<file path="src/rtl/ant_move_sequencer_if.sv">
// World-cell memory bus between the ant move sequencer (master) and the cell store (slave).
// Read data is {sugar, signal} and arrives one cycle after the read strobe.
interface ant_move_sequencer_if #(
    parameter int X_bits      = 8,
    parameter int Y_bits      = 8,
    parameter int SUGAR_bits  = 4,
    parameter int SIGNAL_bits = 8
);
    logic                              mem_rd_en;
    logic [X_bits-1:0]                 mem_rd_x;
    logic [Y_bits-1:0]                 mem_rd_y;
    logic [SUGAR_bits+SIGNAL_bits-1:0] mem_rd_data;
    logic                              mem_wr_en;
    logic [X_bits-1:0]                 mem_wr_x;
    logic [Y_bits-1:0]                 mem_wr_y;
    logic [SUGAR_bits+SIGNAL_bits-1:0] mem_wr_data;

    modport master (
        output mem_rd_en,
        output mem_rd_x,
        output mem_rd_y,
        input  mem_rd_data,
        output mem_wr_en,
        output mem_wr_x,
        output mem_wr_y,
        output mem_wr_data
    );

    modport slave (
        input  mem_rd_en,
        input  mem_rd_x,
        input  mem_rd_y,
        output mem_rd_data,
        input  mem_wr_en,
        input  mem_wr_x,
        input  mem_wr_y,
        input  mem_wr_data
    );
endinterface

</file>
<file path="src/rtl/ant_move_sequencer.sv">
// Round controller: serves each ant in turn by reading its cell and 8 neighbours,
// strobing moveNow, then writing back the updated cell; re-arms all ants at round end.
module ant_move_sequencer #(
    parameter int N_ANTS      = 8,
    parameter int X_bits      = 8,
    parameter int Y_bits      = 8,
    parameter int SIGNAL_bits = 8,
    parameter int SUGAR_bits  = 4,
    parameter int DEPOSIT     = 32,
    localparam int ANT_IDX_bits = (N_ANTS > 1) ? $clog2(N_ANTS) : 1
) (
    input  logic                         game_clk,
    input  logic                         RESET,
    input  logic                         start,
    output logic                         busy,
    output logic                         round_done,
    output logic [ANT_IDX_bits-1:0]      ant_sel,
    input  logic [X_bits-1:0]            ant_X,
    input  logic [Y_bits-1:0]            ant_Y,
    input  logic                         ant_mouthFull,
    input  logic                         ant_collecting,
    input  logic                         ant_dropping,
    output logic                         moveNow,
    output logic                         global_writing_flag,
    output logic [7:0][SIGNAL_bits-1:0]  surrounding_signals,
    output logic                         onSugar,
    ant_move_sequencer_if.master         mem
);

    localparam int CELL_bits = SUGAR_bits + SIGNAL_bits;
    localparam int unsigned SIG_MAX    = (1 << SIGNAL_bits) - 1;
    localparam int unsigned DEP_CLAMP  = (DEPOSIT > SIG_MAX) ? SIG_MAX : DEPOSIT;
    localparam logic [SIGNAL_bits:0] DEPOSIT_W = (SIGNAL_bits+1)'(DEP_CLAMP);

    typedef enum logic [2:0] {
        INIT,
        IDLE,
        READ,
        CAPTURE,
        MOVE,
        WRITE,
        FLAG
    } state_t;

    state_t                         state;
    state_t                         next_state;
    logic                           init_armed;
    logic [3:0]                     rd_idx;
    logic [X_bits-1:0]              old_x;
    logic [Y_bits-1:0]              old_y;
    logic [X_bits-1:0]              step_x;
    logic [Y_bits-1:0]              step_y;
    logic [CELL_bits-1:0]           centre_buf;
    logic [6:0][SIGNAL_bits-1:0]    nb_buf;
    logic [SUGAR_bits-1:0]          cell_sugar;
    logic [SIGNAL_bits-1:0]         cell_signal;
    logic                           flag_mouth;
    logic                           flag_collect;
    logic                           flag_drop;
    logic                           last_ant;
    logic                           rd_en;
    logic                           wr_en;
    logic [SIGNAL_bits:0]           signal_sum;
    logic [SUGAR_bits-1:0]          sugar_next;
    logic [SIGNAL_bits-1:0]         signal_next;

    assign last_ant = (ant_sel == ANT_IDX_bits'(N_ANTS - 1));
    assign onSugar  = (cell_sugar != '0);

    // init_armed holds INIT for one extra edge so the re-arm strobe appears only after release.
    always_ff @(posedge game_clk or posedge RESET) begin
        if (RESET) begin
            state      <= INIT;
            init_armed <= 1'b0;
        end else begin
            state      <= next_state;
            init_armed <= 1'b1;
        end
    end

    always_comb begin
        next_state          = state;
        busy                = 1'b0;
        round_done          = 1'b0;
        moveNow             = 1'b0;
        global_writing_flag = 1'b0;
        rd_en               = 1'b0;
        wr_en               = 1'b0;
        case (state)
            INIT: begin
                global_writing_flag = init_armed;
                if (init_armed) begin
                    next_state = IDLE;
                end
            end
            IDLE: begin
                if (start) begin
                    next_state = READ;
                end
            end
            READ: begin
                busy  = 1'b1;
                rd_en = 1'b1;
                if (rd_idx == 4'd8) begin
                    next_state = CAPTURE;
                end
            end
            CAPTURE: begin
                busy       = 1'b1;
                next_state = MOVE;
            end
            MOVE: begin
                busy       = 1'b1;
                moveNow    = 1'b1;
                next_state = WRITE;
            end
            WRITE: begin
                busy       = 1'b1;
                wr_en      = 1'b1;
                next_state = last_ant ? FLAG : READ;
            end
            FLAG: begin
                busy                = 1'b1;
                round_done          = 1'b1;
                global_writing_flag = 1'b1;
                next_state          = IDLE;
            end
            default: begin
                next_state = INIT;
            end
        endcase
    end

    always_ff @(posedge game_clk or posedge RESET) begin
        if (RESET) begin
            ant_sel      <= '0;
            rd_idx       <= '0;
            old_x        <= '0;
            old_y        <= '0;
            flag_mouth   <= 1'b0;
            flag_collect <= 1'b0;
            flag_drop    <= 1'b0;
        end else begin
            case (state)
                IDLE: begin
                    if (start) begin
                        ant_sel <= '0;
                        rd_idx  <= '0;
                    end
                end
                READ: begin
                    rd_idx <= rd_idx + 4'd1;
                    if (rd_idx == 4'd0) begin
                        old_x <= ant_X;
                        old_y <= ant_Y;
                    end
                end
                MOVE: begin
                    flag_mouth   <= ant_mouthFull;
                    flag_collect <= ant_collecting;
                    flag_drop    <= ant_dropping;
                end
                WRITE: begin
                    rd_idx <= '0;
                    if (!last_ant) begin
                        ant_sel <= ant_sel + 1'b1;
                    end
                end
                default: begin
                end
            endcase
        end
    end

    // Data returned in READ belongs to the read issued one cycle earlier (index rd_idx-1);
    // the last neighbour lands in CAPTURE, where the whole view is published at once.
    always_ff @(posedge game_clk or posedge RESET) begin
        if (RESET) begin
            centre_buf          <= '0;
            nb_buf              <= '0;
            cell_sugar          <= '0;
            cell_signal         <= '0;
            surrounding_signals <= '0;
        end else begin
            if (state == READ && rd_idx != 4'd0) begin
                if (rd_idx == 4'd1) begin
                    centre_buf <= mem.mem_rd_data;
                end else begin
                    nb_buf[3'(rd_idx - 4'd2)] <= mem.mem_rd_data[SIGNAL_bits-1:0];
                end
            end
            if (state == CAPTURE) begin
                surrounding_signals <= {mem.mem_rd_data[SIGNAL_bits-1:0], nb_buf};
                cell_sugar          <= centre_buf[CELL_bits-1:SIGNAL_bits];
                cell_signal         <= centre_buf[SIGNAL_bits-1:0];
            end
        end
    end

    always_comb begin
        step_x = '0;
        step_y = '0;
        case (rd_idx)
            4'd1: begin
                step_y = '1;
            end
            4'd2: begin
                step_x = X_bits'(1);
                step_y = '1;
            end
            4'd3: begin
                step_x = X_bits'(1);
            end
            4'd4: begin
                step_x = X_bits'(1);
                step_y = Y_bits'(1);
            end
            4'd5: begin
                step_y = Y_bits'(1);
            end
            4'd6: begin
                step_x = '1;
                step_y = Y_bits'(1);
            end
            4'd7: begin
                step_x = '1;
            end
            4'd8: begin
                step_x = '1;
                step_y = '1;
            end
            default: begin
            end
        endcase
    end

    // Dropping leaves the cell untouched; nest bookkeeping lives elsewhere.
    always_comb begin
        signal_sum  = {1'b0, cell_signal} + DEPOSIT_W;
        sugar_next  = cell_sugar;
        signal_next = cell_signal;
        if (!flag_drop) begin
            if (flag_collect && cell_sugar != '0) begin
                sugar_next = cell_sugar - 1'b1;
            end
            if (flag_mouth || flag_collect) begin
                signal_next = signal_sum[SIGNAL_bits] ? '1 : signal_sum[SIGNAL_bits-1:0];
            end
        end
    end

    always_comb begin
        mem.mem_rd_en   = rd_en;
        mem.mem_rd_x    = '0;
        mem.mem_rd_y    = '0;
        mem.mem_wr_en   = wr_en;
        mem.mem_wr_x    = '0;
        mem.mem_wr_y    = '0;
        mem.mem_wr_data = '0;
        if (rd_en) begin
            if (rd_idx == 4'd0) begin
                mem.mem_rd_x = ant_X;
                mem.mem_rd_y = ant_Y;
            end else begin
                mem.mem_rd_x = old_x + step_x;
                mem.mem_rd_y = old_y + step_y;
            end
        end
        if (wr_en) begin
            mem.mem_wr_x    = old_x;
            mem.mem_wr_y    = old_y;
            mem.mem_wr_data = {sugar_next, signal_next};
        end
    end

endmodule

</file>
<file path="src/flat_wrapper.sv">
// flat-port wrapper written by rule: the top's interface ports become plain ports
module ant_move_sequencer_flat 
#(
    parameter int N_ANTS      = 8,
    parameter int X_bits      = 8,
    parameter int Y_bits      = 8,
    parameter int SIGNAL_bits = 8,
    parameter int SUGAR_bits  = 4,
    parameter int DEPOSIT     = 32,
    localparam int ANT_IDX_bits = (N_ANTS > 1) ? $clog2(N_ANTS) : 1
)
  (game_clk, RESET, start, busy, round_done, ant_sel, ant_X, ant_Y, ant_mouthFull, ant_collecting, ant_dropping, moveNow, global_writing_flag, surrounding_signals, onSugar, mem_mem_rd_en, mem_mem_rd_x, mem_mem_rd_y, mem_mem_rd_data, mem_mem_wr_en, mem_mem_wr_x, mem_mem_wr_y, mem_mem_wr_data);
  ant_move_sequencer_if #(.X_bits(X_bits), .Y_bits(Y_bits), .SUGAR_bits(SUGAR_bits), .SIGNAL_bits(SIGNAL_bits)) mem_i ();
  input  logic game_clk;
  input  logic RESET;
  input  logic start;
  output logic busy;
  output logic round_done;
  output logic [ANT_IDX_bits-1:0] ant_sel;
  input  logic [X_bits-1:0] ant_X;
  input  logic [Y_bits-1:0] ant_Y;
  input  logic ant_mouthFull;
  input  logic ant_collecting;
  input  logic ant_dropping;
  output logic moveNow;
  output logic global_writing_flag;
  output logic [7:0][SIGNAL_bits-1:0] surrounding_signals;
  output logic onSugar;
  output wire logic [$bits(mem_i.mem_rd_en)-1:0] mem_mem_rd_en;
  output wire logic [$bits(mem_i.mem_rd_x)-1:0] mem_mem_rd_x;
  output wire logic [$bits(mem_i.mem_rd_y)-1:0] mem_mem_rd_y;
  input wire logic [$bits(mem_i.mem_rd_data)-1:0] mem_mem_rd_data;
  output wire logic [$bits(mem_i.mem_wr_en)-1:0] mem_mem_wr_en;
  output wire logic [$bits(mem_i.mem_wr_x)-1:0] mem_mem_wr_x;
  output wire logic [$bits(mem_i.mem_wr_y)-1:0] mem_mem_wr_y;
  output wire logic [$bits(mem_i.mem_wr_data)-1:0] mem_mem_wr_data;
  assign mem_mem_rd_en = mem_i.mem_rd_en;
  assign mem_mem_rd_x = mem_i.mem_rd_x;
  assign mem_mem_rd_y = mem_i.mem_rd_y;
  assign mem_i.mem_rd_data = mem_mem_rd_data;
  assign mem_mem_wr_en = mem_i.mem_wr_en;
  assign mem_mem_wr_x = mem_i.mem_wr_x;
  assign mem_mem_wr_y = mem_i.mem_wr_y;
  assign mem_mem_wr_data = mem_i.mem_wr_data;
  ant_move_sequencer #(.N_ANTS(N_ANTS), .X_bits(X_bits), .Y_bits(Y_bits), .SIGNAL_bits(SIGNAL_bits), .SUGAR_bits(SUGAR_bits), .DEPOSIT(DEPOSIT)) u_core (.game_clk(game_clk), .RESET(RESET), .start(start), .busy(busy), .round_done(round_done), .ant_sel(ant_sel), .ant_X(ant_X), .ant_Y(ant_Y), .ant_mouthFull(ant_mouthFull), .ant_collecting(ant_collecting), .ant_dropping(ant_dropping), .moveNow(moveNow), .global_writing_flag(global_writing_flag), .surrounding_signals(surrounding_signals), .onSugar(onSugar), .mem(mem_i));
endmodule
</file>
<file path="config.mk">
export PLATFORM = sky130hd
export DESIGN_NAME = ant_move_sequencer_flat
export DESIGN_NICKNAME = d
export VERILOG_FILES = /design/src/rtl/ant_move_sequencer_if.sv /design/src/rtl/ant_move_sequencer.sv /design/src/flat_wrapper.sv
export SDC_FILE = /design/constraint.sdc
export NUM_CORES = 1
export LEC_CHECK = 0
export BUFFER_PORTS_ARGS = -buffer_cell sky130_fd_sc_hd__buf_4
export CAP_MARGIN = 0
export CORE_MARGIN = 5
export CORE_UTILIZATION = 50
export CTS_CLUSTER_SIZE = 10
export DETAILED_ROUTE_END_ITERATION = 12
export GPL_TIMING_DRIVEN = 0
export PLACE_DENSITY = 0.82
export SLEW_MARGIN = 30
export SYNTH_ARGS = -nofsm -noshare
export SYNTH_HDL_FRONTEND = slang
export SYNTH_SLANG_ARGS = --single-unit
</file>
<file path="constraint.sdc">
create_clock -name game_clk -period 4.87 [get_ports game_clk]
set_input_delay 0.487 -clock game_clk [delete_from_list [all_inputs] [get_ports game_clk]]
set_output_delay 0.487 -clock game_clk [all_outputs]
set_load 0.02 [all_outputs]
</file>
# After elaboration in Yosys (flattened, before gate mapping)
# Index checks and enable logic that the tools add are counted.
dict set report totals {
  reg_bits 174
  latchBits 0
  ramBits 0
  rom_bits 0
  inputBits 34
  n_memories 0
}
dict set report op_classes {
  addsub 7
  mul 0
  div_mod_pow 0
  magnitude_cmp 2
  n_eq_ne 19
  shifts 0
  mux 33
  bitwise 1
  n_reduce_logical 21
}
# operator n
set op_table {}
lappend op_table {{two-way mux 8 bit} 10}
lappend op_table {{bitwise mux 56 bit} 1}
lappend op_table {{case mux 8 bit (2 select lines)} 2}
lappend op_table {{demux 8 bit (select 3 bit)} 1}
lappend op_table {{case mux 3 bit (7 select lines)} 1}
lappend op_table {{two-way mux 3 bit} 6}
lappend op_table {{adder 8 bit} 2}
lappend op_table {{== test 4 x 3 -> 1 bit (second input constant)} 4}
lappend op_table {{== test 3 bit (second input constant)} 4}
lappend op_table {{two-way mux 12 bit} 1}
lappend op_table {{two-way mux 4 bit} 3}
lappend op_table {{case mux 4 bit (3 select lines)} 1}
lappend op_table {{OR reduction 3 bit} 4}
lappend op_table {{adder 8 x 6 -> 9 bit (second input constant)} 1}
lappend op_table {{== test 4 x 2 -> 1 bit (second input constant)} 2}
lappend op_table {{AND reduction 2 bit} 4}
lappend op_table {{nonzero test 4 bit} 2}
lappend op_table {{== test 3 x 2 -> 1 bit (second input constant)} 2}
lappend op_table {{case mux 3 bit (2 select lines)} 1}
lappend op_table {{AND reduction 3 bit} 2}
lappend op_table {{two-way mux 1 bit} 5}
lappend op_table {{OR reduction 5 bit} 1}
lappend op_table {{adder 4 x 1 -> 4 bit (second input constant)} 1}
lappend op_table {{== test 4 x 1 -> 1 bit (second input constant)} 1}
lappend op_table {{other kinds (17)} 21}

# Longest topological paths before layout
# Gate-level depths: netlist of the first run.
dict set report logic_depth {
  ltp_word 6
  depth_mapped 13
}

# Worst setup path after synthesis of the first run
# Ideal clock, no wire load.
dict set report synth_timing {
  path_type {reg2out}
  start {register u_core.rd_idx[0]}
  end {output port mem_mem_rd_y[6]}
  arrival_time_ns 3.180
  required_time_ns 4.383
  slack_ns 1.203
  stages_incl_launch_ff 12
  n_path_buf 1
  cell_sequence {dfrtp_1 > clkbuf_1 > inv_1 > ha_1 > nor3_1 > nor3_1 > ha_1 > nor2b_1 > o21ai_0 > a21oi_1 > o31a_1 > o31ai_1}
}
dict set report synth_between {
  elab_chain_cells 6
  elab_cells_between_ends 13
  cone_classes {add/sub (1); eq/ne (6); mux (3); reduce/logical (3)}
}
# element line
set synth_rtl {}
lappend synth_rtl {{start: declaration} ant_move_sequencer.sv:48} ;# logic [3:0] rd_idx;
lappend synth_rtl {{start signal: assignment} ant_move_sequencer.sv:152} ;# rd_idx <= rd_idx + 4'd1;
lappend synth_rtl {{== test 4 x 2 -> 1 bit (tied with other cells)} ant_move_sequencer.sv:203} ;# case (rd_idx)
lappend synth_rtl {{OR reduction 3 bit (no source line)} --}
lappend synth_rtl {{case mux 8 bit (2 select lines)} ant_move_sequencer.sv:203}
lappend synth_rtl {{adder 8 bit} ant_move_sequencer.sv:266} ;# mem.mem_rd_y = old_y + step_y;
lappend synth_rtl {{two-way mux 8 bit (*)} ant_move_sequencer.sv:261} ;# if (rd_idx == 4'd0) begin
lappend synth_rtl {{two-way mux 8 bit (*)} ant_move_sequencer.sv:260} ;# if (rd_en) begin
lappend synth_rtl {{end: declaration} flat_wrapper.sv:31} ;# output wire logic [$bits(mem_i.mem_rd_y)-1:0] mem_mem_rd_y;
# Mark *: on every way between the ends. The rest lies on a longest branch, timed or not.

# Worst setup path in the final report of the first run
dict set report layout_timing {
  start {register u_core.rd_idx[0]}
  end {output port mem_mem_rd_x[6]}
}
dict set report layout_between {
  elab_chain_cells 6
  elab_cells_between_ends 13
  cone_classes {add/sub (1); eq/ne (6); mux (3); reduce/logical (3)}
}
# element line
set layout_rtl {}
lappend layout_rtl {{== test 4 x 3 -> 1 bit (tied with other cells)} ant_move_sequencer.sv:203}
lappend layout_rtl {{OR reduction 3 bit (no source line)} --}
lappend layout_rtl {{case mux 8 bit (2 select lines)} ant_move_sequencer.sv:203}
lappend layout_rtl {{adder 8 bit} ant_move_sequencer.sv:265} ;# mem.mem_rd_x = old_x + step_x;
lappend layout_rtl {{two-way mux 8 bit (*)} ant_move_sequencer.sv:261}
lappend layout_rtl {{two-way mux 8 bit (*)} ant_move_sequencer.sv:260}
lappend layout_rtl {{end: declaration} flat_wrapper.sv:30} ;# output wire logic [$bits(mem_i.mem_rd_x)-1:0] mem_mem_rd_x;
# Marked as above.

==> results of run 1 <==
cells by family after synthesis:
| family | after synthesis |
|---|---|
| AND/OR/NAND/NOR | 148 |
| adder cells (fa/ha/maj) | 24 |
| other | 1 |
| buffers and inverters | 40 |
| AO/OA/AOI/OAI | 54 |
| flip-flops | 174 |
| multiplexers | 151 |
| XOR/XNOR | 18 |
layout by cell type (no fill, tap or decap), types with 3 or more instances in the layout:
cell type / Yosys / layout
inv_1: 16 / 15
dfrtp_1: 174 / 174
buf_12: 0 / 5
a31oi_1: 3 / 3
nand2_1: 64 / 64
inv_6: 1 / 4
nor2_1: 31 / 31
mux2_2: 148 / 148
xnor2_1: 10 / 10
and3_1: 15 / 15
clkbuf_16: 0 / 17
nor2b_1: 6 / 6
clkinvlp_4: 0 / 4
buf_2: 4 / 4
ha_1: 22 / 22
mux2i_1: 3 / 3
clkbuf_1: 12 / 15
a21o_1: 4 / 4
o21ai_0: 22 / 21
a22o_1: 4 / 4
buf_4: 1 / 152
nand3_1: 4 / 4
xor2_1: 8 / 8
a211oi_1: 3 / 3
a21oi_1: 11 / 11
buf_1: 6 / 6
worst paths after layout:
check	startpoint	slack [ns]	endpoint
setup reg to reg	u_core.rd_idx[0]	2.22	u_core.centre_buf[1]
min in group game_clk	ant_Y[5]	0.28	u_core.old_y[5]
setup / recovery	u_core.rd_idx[0]	0.68	mem_mem_rd_x[6]
hold reg to reg	u_core.centre_buf[2]	0.50	u_core.cell_signal[2]
hold / removal	RESET	0.18	u_core.nb_buf[8]
max in group asynchronous	RESET	3.88	u_core.surrounding_signals[41]
layout make-up:
type / instances / share of cell area, %
inverter: 17 / 0.740
multi-input combinational: 396 / 33.0
sequential: 174 / 44.4
clock inverter: 10 / 1.31
buffer: 23 / 0.969
clock buffer: 21 / 4.59
timing repair buffer: 156 / 12.6
tap: 188 / 2.40
per-layer routing:
metal | wire length [um] | GRT usage (%)
met4 | 146 | 4.02
met5 | 0 | 0
met1 | 7660 | 25.9
met3 | 1380 | 7.53
met2 | 8990 | 34.6
stage by stage:
stage	power (W)	util, %	cell area [sq um]
floorplan	0.00460	-	7760
global placement	0.00559	60.0	9130
detailed placement	0.00577	60.7	9230
CTS	0.00713	64.5	9800
global route	0.00752	64.5	9810
finish	0.00707	64.5	9810
registers in the layout (all words and copies together), names as in the netlist:
name and count:
u_core.old_y 8, u_core.surrounding_signals 64, u_core.ant_sel 3, u_core.flag_mouth 1, u_core.cell_signal 8, u_core.cell_sugar 4
u_core.rd_idx 4, u_core.init_armed 1, u_core.state 3, u_core.centre_buf 12, u_core.nb_buf 56, u_core.old_x 8
u_core.flag_collect 1, u_core.flag_drop 1
cells in the mapped netlist, drive strengths merged, types with 8 or more instances:
master  count  area share, %
dfrtp     174             56
a21oi      11           0.71
inv        17           0.89
buf        11           0.65
xnor2      10            1.1
o21ai      22            1.4
clkbuf     12           0.58
xor2        8           0.90
ha         22            3.6
nand2      67            3.4
mux2      148             21
nor2       31            1.5
and3       15            1.2
critical path: cells and delay by family, from the launching register on:
family | cells | cell delay [ns]
buffers and inverters | 3 | 0.54
and+or+nand+nor | 2 | 0.21
DFF | 1 | 0.40
adders and majority gates | 2 | 0.64
AOI/OAI and AO/OA | 5 | 1.50
report_power, final:
| part | switching, W | internal [W] |
|---|---|---|
| clock network | 0.000561 | 0.000776 |
| registers | 0.000427 | 0.00214 |
| logic | 0.00165 | 0.00151 |
==> impl_metrics.py, run 1 <==
metrics = {
    "floorplanning": {
        "dieWidth_um": 135,
        "ioPinCount": 152,
        "fp-row-count": 45,
        "dieHeight_um": 135,
        "start_util_pct": 51.0,
        "core_sq_um": 15200,
        "dieArea_sq_um": 18100,
    },
    "place": {
        "post-dp-hpwl_mm": 13.6,
        "preCtsSetupSlack_ns": 0.885,
        "numPortBuffers": 151,
        "place_inst": 954,
        "gp_congestion": 0.850,
    },
    "clock_tree": {
        "cts_sinks": 174,
        "cts_resized": 0,
        "clk_pin_slew_ns": 0.07,
        "clock_latency_ns": 0.42,
        "cts_buffers": 17,
        "cts_hold_buf": 0,
        "h-tree-depth": 4,
        "root_buffer": "clkbuf_16",
        "tritoncts": "yes",
        "clk_path_buf_depth": 2,
        "post_cts_buffers": 0,
    },
    "logic_synthesis": {
        "netlist_instances": 610,
        "yosysSeqAreaShare_pct": 56.2,
        "syn-num-nets": 668,
        "synthMuxAreaShare_pct": 21.9,
        "synthArstFlopShare_pct": 100,
        "synth-edff-count": 0,
        "synth-adder-area-share_pct": 4.07,
        "ys.flop_type": "dfrtp_1",
        "syn_area_sq_um": 7750,
        "synth_compound_area_share_pct": 4.23,
        "syn_area_per_cell_sq_um": 12.7,
        "synth_cell_types": 46,
        "post_synth_xor_area_fraction_pct": 2.03,
        "synth-seq-cells": 174,
        "synth_top_family_by_area": "multiplexers",
        "yosys.area_share.simple_pct": 9.46,
        "ys.warnings.count": 0,
    },
    "final_layout": {
        "nets": 843,
        "multi_input_area_sq_um": 3240,
        "area_growth_pct": 26.5,
        "ff_latch_area_sq_um": 4350,
        "diodes": 0,
        "fill_cells": 1143,
        "final_cells": 985,
        "layout-drive-gt1-share_pct": 44.2,
    },
    "sta": {
        "worst_pin_slew_ns": 0.766,
        "fin_ws_ns": 0.676,
        "skew_ns": 0.00781,
        "setup_viol": 0,
        "finalHoldViolations": 0,
        "fin_crit_ns": 4.19,
        "drv_slew": 0,
        "holdWs_ns": 0.177,
        "slew_headroom_pct": 48.2,
        "fmax_ghz": 0.238,
        "rsz0062_at_grt": "false",
        "fin_crit_sh_pct": 86.1,
        "setup_tns_ns": 0,
    },
    "hold_path": {
        "hold_path.class": "input pin to async pin",
    },
    "setup_path": {
        "cp-end-kind": "output pin",
        "crit_type": "flip-flop to output pin",
        "cp_max_fo": 8,
        "crit_top_cell": "ha_1",
        "critPathRequiredTime_ns": 4.38,
        "slowest_stage": "o21ai_1",
        "timing.critical_path.cells": "clkbuf_1, inv_1, ha_1, nor2_1, o21ai_1, ha_1, nor2b_1, o21ai_0, a21oi_1, o31a_1, o31ai_1, buf_4",
        "critPathLaunchType": "flip-flop",
        "worstPathArrival_ns": 3.71,
        "reg2reg_depth": 9,
        "max_stage_delay_ns": 0.57,
    },
    "pwr": {
        "ir_worst_vdd_uv": 497,
        "power_density_nw_per_um2": 721,
        "p_leak_nw": 4.73,
    },
    "outcome": {
        "status": "finished clean",
    },
    "route": {
        "drt_iter0_drc": 278,
        "final_antenna_net_count": 0,
        "wirelength_mm": 18.2,
        "via_count": 5325,
        "firstDrtPassIters": 5,
        "routedWlPerCell_um": 18.4,
        "drt-vias-per-instance": 5.41,
        "drc": 0,
    },
    "global_routing": {
        "antenna_found_initial": 0,
        "grt_pass1_vias": 5584,
        "grt_max_degree": 34,
        "grt_pass1_wl_mm": 29.3,
        "gr-usage-all-layers_pct": 20.6,
        "grt-ovfl-total": 0,
    },
    "job": {
        "cap_violations": 0,
    },
}
Note: power is estimated with default switching activity, not from simulation.
==> run 2: changes to the inputs <==
--- a/config.mk
+++ b/config.mk
@@ -13,6 +13,7 @@
 export DETAILED_ROUTE_END_ITERATION = 12
 export GPL_TIMING_DRIVEN = 0
 export PLACE_DENSITY = 0.82
+export REMOVE_ABC_BUFFERS = 1
 export SLEW_MARGIN = 30
 export SYNTH_ARGS = -nofsm -noshare
 export SYNTH_HDL_FRONTEND = slang
==> impl_metrics.py, run 2 (same netlist as run 1, synthesis figures left out) <==
metrics = {
    "global_routing": {
        "grt_pass1_wl_mm": 29.2,
        "gr-usage-all-layers_pct": 20.2,
        "grt_max_degree": 100,
        "grt_pass1_vias": 5616,
        "grt-ovfl-total": 0,
        "antenna_found_initial": 0,
    },
    "sta": {
        "drv_slew": 0,
        "finalHoldViolations": 0,
        "fmax_ghz": 0.246,
        "slew_headroom_pct": 46.7,
        "setup_viol": 0,
        "fin_crit_sh_pct": 83.5,
        "worst_pin_slew_ns": 0.798,
        "fin_crit_ns": 4.06,
        "rsz0062_at_grt": "false",
        "skew_ns": 0.0108,
    },
    "setup_path": {
        "critPathLaunchType": "flip-flop",
        "worstPathArrival_ns": 3.58,
        "slowest_stage": "nor3_2",
        "timing.critical_path.cells": "inv_1, ha_1, nor3_1, nor3_2, ha_1, nor2b_1, o21ai_0, a21oi_1, o31a_1, o31ai_1, buf_4",
        "cp_max_fo": 8,
        "crit_buf_inv": 2,
        "critPathRequiredTime_ns": 4.38,
        "crit_family": "compound AO/OA/AOI/OAI gates",
        "cp-end-kind": "output pin",
        "crit_type": "flip-flop to output pin",
        "max_stage_delay_ns": 0.54,
        "crit_top_cell": "ha_1",
    },
    "clock_tree": {
        "cts_hold_buf": 0,
        "tritoncts": "yes",
        "cts_resized": 0,
        "h-tree-depth": 4,
        "clk_pin_slew_ns": 0.07,
        "post_cts_buffers": 0,
        "clock_latency_ns": 0.42,
        "root_buffer": "clkbuf_16",
        "cts_sinks": 174,
        "cts_buffers": 17,
        "clk_path_buf_depth": 2,
    },
    "final_layout": {
        "top_register": "u_core.surrounding_signals",
        "largestRegisters": "u_core.surrounding_signals (64), u_core.nb_buf (56), u_core.centre_buf (12)",
        "utilization_pct": 64.4,
        "final_cells": 966,
        "diodes": 0,
        "area_growth_pct": 26.3,
        "final_common_cell": "dfrtp_1",
        "layout-drive-gt1-share_pct": 45.9,
        "largest_reg_flops": 64,
        "finalInstanceArea_sq_um": 9790,
        "final_cell_mix": "174 x dfrtp_1, 151 x buf_4, 148 x mux2_2, 64 x nand2_1, 30 x nor2_1",
        "nets": 823,
    },
    "pwr": {
        "power_density_nw_per_um2": 732,
        "netSwitchingPower_w": 0.00267,
        "power.total_w": 0.00717,
        "pwr-share-clk_pct": 20.1,
        "swShare_pct": 37.3,
        "seqPwrFrac_pct": 36.3,
        "ir_worst_vdd_uv": 539,
        "combPwrFrac_pct": 43.6,
        "p_int_w": 0.00450,
        "p_leak_nw": 4.75,
    },
    "floorplanning": {
        "ioPinCount": 152,
        "core_sq_um": 15200,
        "fp-row-count": 45,
        "dieHeight_um": 135,
        "dieWidth_um": 135,
        "dieArea_sq_um": 18100,
        "start_util_pct": 51.0,
    },
    "place": {
        "place_inst": 934,
        "gp_congestion": 0.932,
        "place_area_sq_um": 9150,
        "post-dp-hpwl_mm": 12.6,
        "numPortBuffers": 151,
    },
    "route": {
        "drt_iter0_drc": 177,
        "drt-vias-per-instance": 5.39,
        "wirelength_mm": 17.6,
        "final_antenna_net_count": 0,
        "routedWlPerCell_um": 18.2,
        "drc": 0,
        "via_count": 5209,
        "firstDrtPassIters": 4,
    },
    "job": {
        "cap_violations": 0,
    },
    "outcome": {
        "status": "finished clean",
    },
    "hold_path": {
        "hold_path.class": "input pin to async pin",
    },
}
## run 2: final cells by class
class                      count  area, sq um
clock buffer                  18          439
multi-input combinational    396         3250
timing repair buffer         159         1240
tap                          188          235
clock inverter                14          195
sequential                   174         4350
fill                        1155         5410
inverter                      17         76.3
## run 2: layer usage
layer	wire length (um)	up-vias	global-route usage, %
met5	0	-	0
met4	103	0	4.64
met3	1410	7	6.97
met2	8800	158	34.7
met1	7280	2603	24.9
li1	-	2441	-
## run 2: final timing paths
path,depth (start not counted),endpoint,slack (ns),from
worst min-delay path,2,u_core.surrounding_signals[31],0.14,RESET
worst min register to register,1,u_core.centre_buf[8],0.50,u_core.centre_buf[8]
min in group game_clk,3,u_core.old_x[2],0.27,ant_X[2]
worst max-delay path,11,mem_mem_rd_y[6],0.81,u_core.rd_idx[0]
max in group asynchronous,3,u_core.centre_buf[1],3.88,RESET
worst max register to register,7,u_core.centre_buf[3],2.13,u_core.rd_idx[1]
## run 2: worst reg2reg max path: stages, from the launching register on
cell and delay, ns:
dfrtp_1 0.44, inv_1 0.21, ha_1 0.30, or3b_2 0.53, nand2_4 0.21, nor2_1 0.06
nand2_1 0.46, mux2_2 0.41
## run 2: power by group through the flow
stage,Clock (W),Combinational (W),Sequential (W)
after floorplan,0,0.00176,0.00283
after CTS,0.00146,0.00316,0.00260
after global placement,0,0.00301,0.00256
final,0.00144,0.00313,0.00260
after global routing,0.00152,0.00342,0.00270
after detailed placement,0,0.00314,0.00262
## run 2: metrics by stage
step | hold WS (ns) | setup WS, ns | setup TNS [ns]
after detailed placement | 0.490 | 0.860 | 0
after global routing | 0.181 | 0.531 | 0
final | 0.141 | 0.805 | 0
after floorplan | 0.466 | -0.334 | -58.09
after global placement | 0.481 | -1.84 | -317.82
after CTS | 0.147 | 0.402 | 0
==> run 3: changes to the inputs <==
--- a/config.mk
+++ b/config.mk
@@ -5,14 +5,15 @@
 export SDC_FILE = /design/constraint.sdc
 export NUM_CORES = 1
 export LEC_CHECK = 0
+export ABC_AREA = 1
 export BUFFER_PORTS_ARGS = -buffer_cell sky130_fd_sc_hd__buf_4
 export CAP_MARGIN = 0
 export CORE_MARGIN = 5
-export CORE_UTILIZATION = 50
+export CORE_UTILIZATION = 55
 export CTS_CLUSTER_SIZE = 10
 export DETAILED_ROUTE_END_ITERATION = 12
 export GPL_TIMING_DRIVEN = 0
-export PLACE_DENSITY = 0.82
+export PLACE_DENSITY = 0.85
 export REMOVE_ABC_BUFFERS = 1
 export SLEW_MARGIN = 30
 export SYNTH_ARGS = -nofsm -noshare
==> constraint.sdc (replaced) <==
create_clock -name game_clk -period 3.8 [get_ports game_clk]
set_input_delay 0.38 -clock game_clk [delete_from_list [all_inputs] [get_ports game_clk]]
set_output_delay 0.38 -clock game_clk [all_outputs]
set_load 0.02 [all_outputs]
==> impl_metrics.py, run 3 <==
metrics = {
    "floorplanning": {
        "fp-row-count": 44,
        "start_util_pct": 55.3,
        "dieHeight_um": 130,
        "core_sq_um": 14400,
        "dieWidth_um": 130,
        "dieArea_sq_um": 17000,
        "ioPinCount": 152,
    },
    "final_layout": {
        "multi_input_area_sq_um": 3140,
        "largest_reg_flops": 64,
        "layout-drive-gt1-share_pct": 26.9,
        "diodes": 0,
        "nets": 1039,
        "final_cell_mix": "201 x nand2_1, 174 x dfrtp_1, 151 x buf_4, 92 x inv_1, 66 x o21ai_0",
        "largestRegisters": "u_core.surrounding_signals (64), u_core.nb_buf (56), u_core.centre_buf (12)",
        "final_common_cell": "nand2_1",
        "ff_latch_area_sq_um": 4350,
        "fill_cells": 1110,
        "area_growth_pct": 23.8,
        "top_register": "u_core.surrounding_signals",
    },
    "place": {
        "gp_congestion": 0.805,
        "post-dp-hpwl_mm": 12.5,
        "numPortBuffers": 151,
        "preCtsSetupSlack_ns": 0.327,
    },
    "global_routing": {
        "grt_pass1_wl_mm": 29.6,
        "gr-usage-all-layers_pct": 22.2,
        "grt_pass1_vias": 5973,
        "grt_max_degree": 98,
        "antenna_found_initial": 0,
        "grt-ovfl-total": 0,
    },
    "outcome": {
        "status": "finished clean",
    },
    "clock_tree": {
        "root_buffer": "clkbuf_16",
        "tritoncts": "yes",
        "clk_pin_slew_ns": 0.06,
        "clock_latency_ns": 0.41,
        "cts_sinks": 174,
        "h-tree-depth": 4,
        "cts_hold_buf": 0,
        "cts_buffers": 17,
        "clk_path_buf_depth": 2,
        "cts_resized": 5,
        "post_cts_buffers": 0,
    },
    "setup_path": {
        "critPathRequiredTime_ns": 3.42,
        "reg2reg_depth": 8,
        "cp_max_fo": 9,
        "worstReg2RegEnd": "u_core.nb_buf[36]",
        "worstReg2RegStart": "u_core.rd_idx[0]",
        "critPathLaunchType": "flip-flop",
        "r2r_slack_ns": 1.65,
        "cp-end-kind": "output pin",
        "crit_type": "flip-flop to output pin",
        "worstPathArrival_ns": 3.10,
    },
    "job": {
        "cap_violations": 0,
    },
    "logic_synthesis": {
        "synthArstFlopShare_pct": 100,
        "synth-seq-cells": 174,
        "synth_cell_types": 33,
        "ys.flop_type": "dfrtp_1",
        "ys.warnings.count": 0,
        "netlist_instances": 835,
        "syn_area_per_cell_sq_um": 9.52,
        "synth_top_cell_by_area": "dfrtp_1",
        "yosys-top-cells-area": "dfrtp_1 55%, nand2_1 9.6%, mux2_2 7.1%",
        "synth_top_area_share_pct": 54.8,
        "yosysMostFrequentCell": "nand2_1",
        "synth-edff-count": 0,
        "yosysSeqAreaShare_pct": 54.8,
        "synthTopCellsByCount": "203 x nand2_1, 174 x dfrtp_1, 94 x inv_1",
        "syn_area_sq_um": 7950,
    },
    "route": {
        "via_count": 6047,
        "drc": 0,
        "drt-vias-per-instance": 5.13,
        "drt_iter0_drc": 274,
        "firstDrtPassIters": 5,
        "final_antenna_net_count": 0,
        "routedWlPerCell_um": 15.4,
        "wirelength_mm": 18.1,
    },
    "pwr": {
        "p_leak_nw": 5.13,
        "netSwitchingPower_w": 0.000951,
        "ir_worst_vdd_uv": 459,
        "pwr-share-clk_pct": 42.5,
        "seqPwrFrac_pct": 49.7,
        "p_int_w": 0.00305,
        "swShare_pct": 23.8,
        "combPwrFrac_pct": 7.8,
        "power_density_nw_per_um2": 407,
        "power.total_w": 0.00400,
    },
    "sta": {
        "setup_viol": 0,
        "fin_crit_sh_pct": 91.7,
        "rsz0062_at_grt": "false",
        "skew_ns": 0.00697,
        "fmax_ghz": 0.287,
        "worst_pin_slew_ns": 0.683,
        "setup_tns_ns": 0,
        "finalHoldViolations": 0,
        "fin_crit_ns": 3.48,
        "fin_ws_ns": 0.317,
        "drv_slew": 0,
        "slew_headroom_pct": 54.4,
    },
    "hold_path": {
        "hold_path.class": "input pin to async pin",
    },
}
run 3: changes by cell type after synthesis, sizes merged, moves of 7 or more:
cell / previous run / this run
xnor2: 10 / 0
nand3: 5 / 27
clkbuf: 12 / 5
nor2: 31 / 45
mux2: 148 / 56
buf: 11 / 20
o21ai: 22 / 130
nand2: 67 / 214
and3: 15 / 0
inv: 17 / 100
run 3: critical path, stage by stage (launching register included):
cell	delay [ns]
dfrtp_1	0.45
inv_2	0.17
ha_1	0.29
nand3_4	0.17
nand2_4	0.17
inv_1	0.09
nand2_1	0.07
ha_1	0.16
inv_1	0.07
fa_1	0.41
inv_1	0.09
nand3_1	0.07
nand3_1	0.09
a21oi_1	0.06
o21ai_0	0.11
nand2_1	0.07
buf_4	0.16
run 3: power by group through the flow:
stage               Combinational (W)  Sequential (W)  Clock [W]
floorplan                    0.000139         0.00206          0
global placement             0.000301         0.00202          0
detailed placement           0.000316         0.00202          0
CTS                          0.000318         0.00199    0.00173
global route                 0.000349         0.00200    0.00182
finish                       0.000312         0.00199    0.00170
run 3: worst max-delay path by stage:
stage | start | end | slack, ns | depth (start not counted)
2_1_floorplan | RESET | u_core.ant_sel[0] | -1.30 | 1
3_3_place_gp | RESET | u_core.surrounding_signals[38] | -3.19 | 2
3_5_place_dp | u_core.rd_idx[0] | mem_mem_rd_x[6] | 0.33 | 16
4_1_cts | u_core.rd_idx[0] | mem_mem_rd_x[6] | 0.11 | 16
5_1_grt | u_core.rd_idx[0] | mem_mem_rd_x[4] | 0.004 | 16
6_report | u_core.rd_idx[0] | mem_mem_rd_y[4] | 0.32 | 16
run 3: routing by layer:
layer | wire (um) | share of wire [%] | track usage, %
met1 | 7740 | 43 | 28.5
met2 | 9160 | 51 | 37.8
met3 | 1070 | 5.9 | 6.55
met4 | 127 | 0.70 | 4.16
met5 | 0 | 0 | 0
run 3: kinds of logic (layout without fill, tap and decap cells):
kind of cell             count (synthesis)  in the layout  share of synthesized area, %
adder cells (fa/ha/maj)                 24             24                          3.97
flip-flops                             174            174                          54.8
other                                    1              1                        0.0472
XOR/XNOR                                 3              3                         0.331
buffers and inverters                  125            284                          6.33
AND/OR/NAND/NOR                        302            302                          16.7
AO/OA/AOI/OAI                          150            150                          9.90
multiplexers                            56             56                          7.93
run 3: cell type report:
class	count	share of cell area, %
Inverter	100	3.89
Sequential cell	174	44.2
Clock inverter	10	1.33
Clock buffer	22	4.51
Multi-Input combinational cell	536	31.9
Tap cell	184	2.34
Timing Repair Buffer	152	11.8
run 3: stage by stage:
step	instances	hold slack (ns)	area, sq um	util (%)
4_1_cts	1178	0.0655	9840	68.5
2_1_floorplan	810	0.451	7820	-
6_report	1178	0.0428	9850	68.5
3_3_place_gp	1145	0.460	9190	63.9
3_5_place_dp	1146	0.470	9240	64.3
5_1_grt	1178	0.0822	9850	68.5
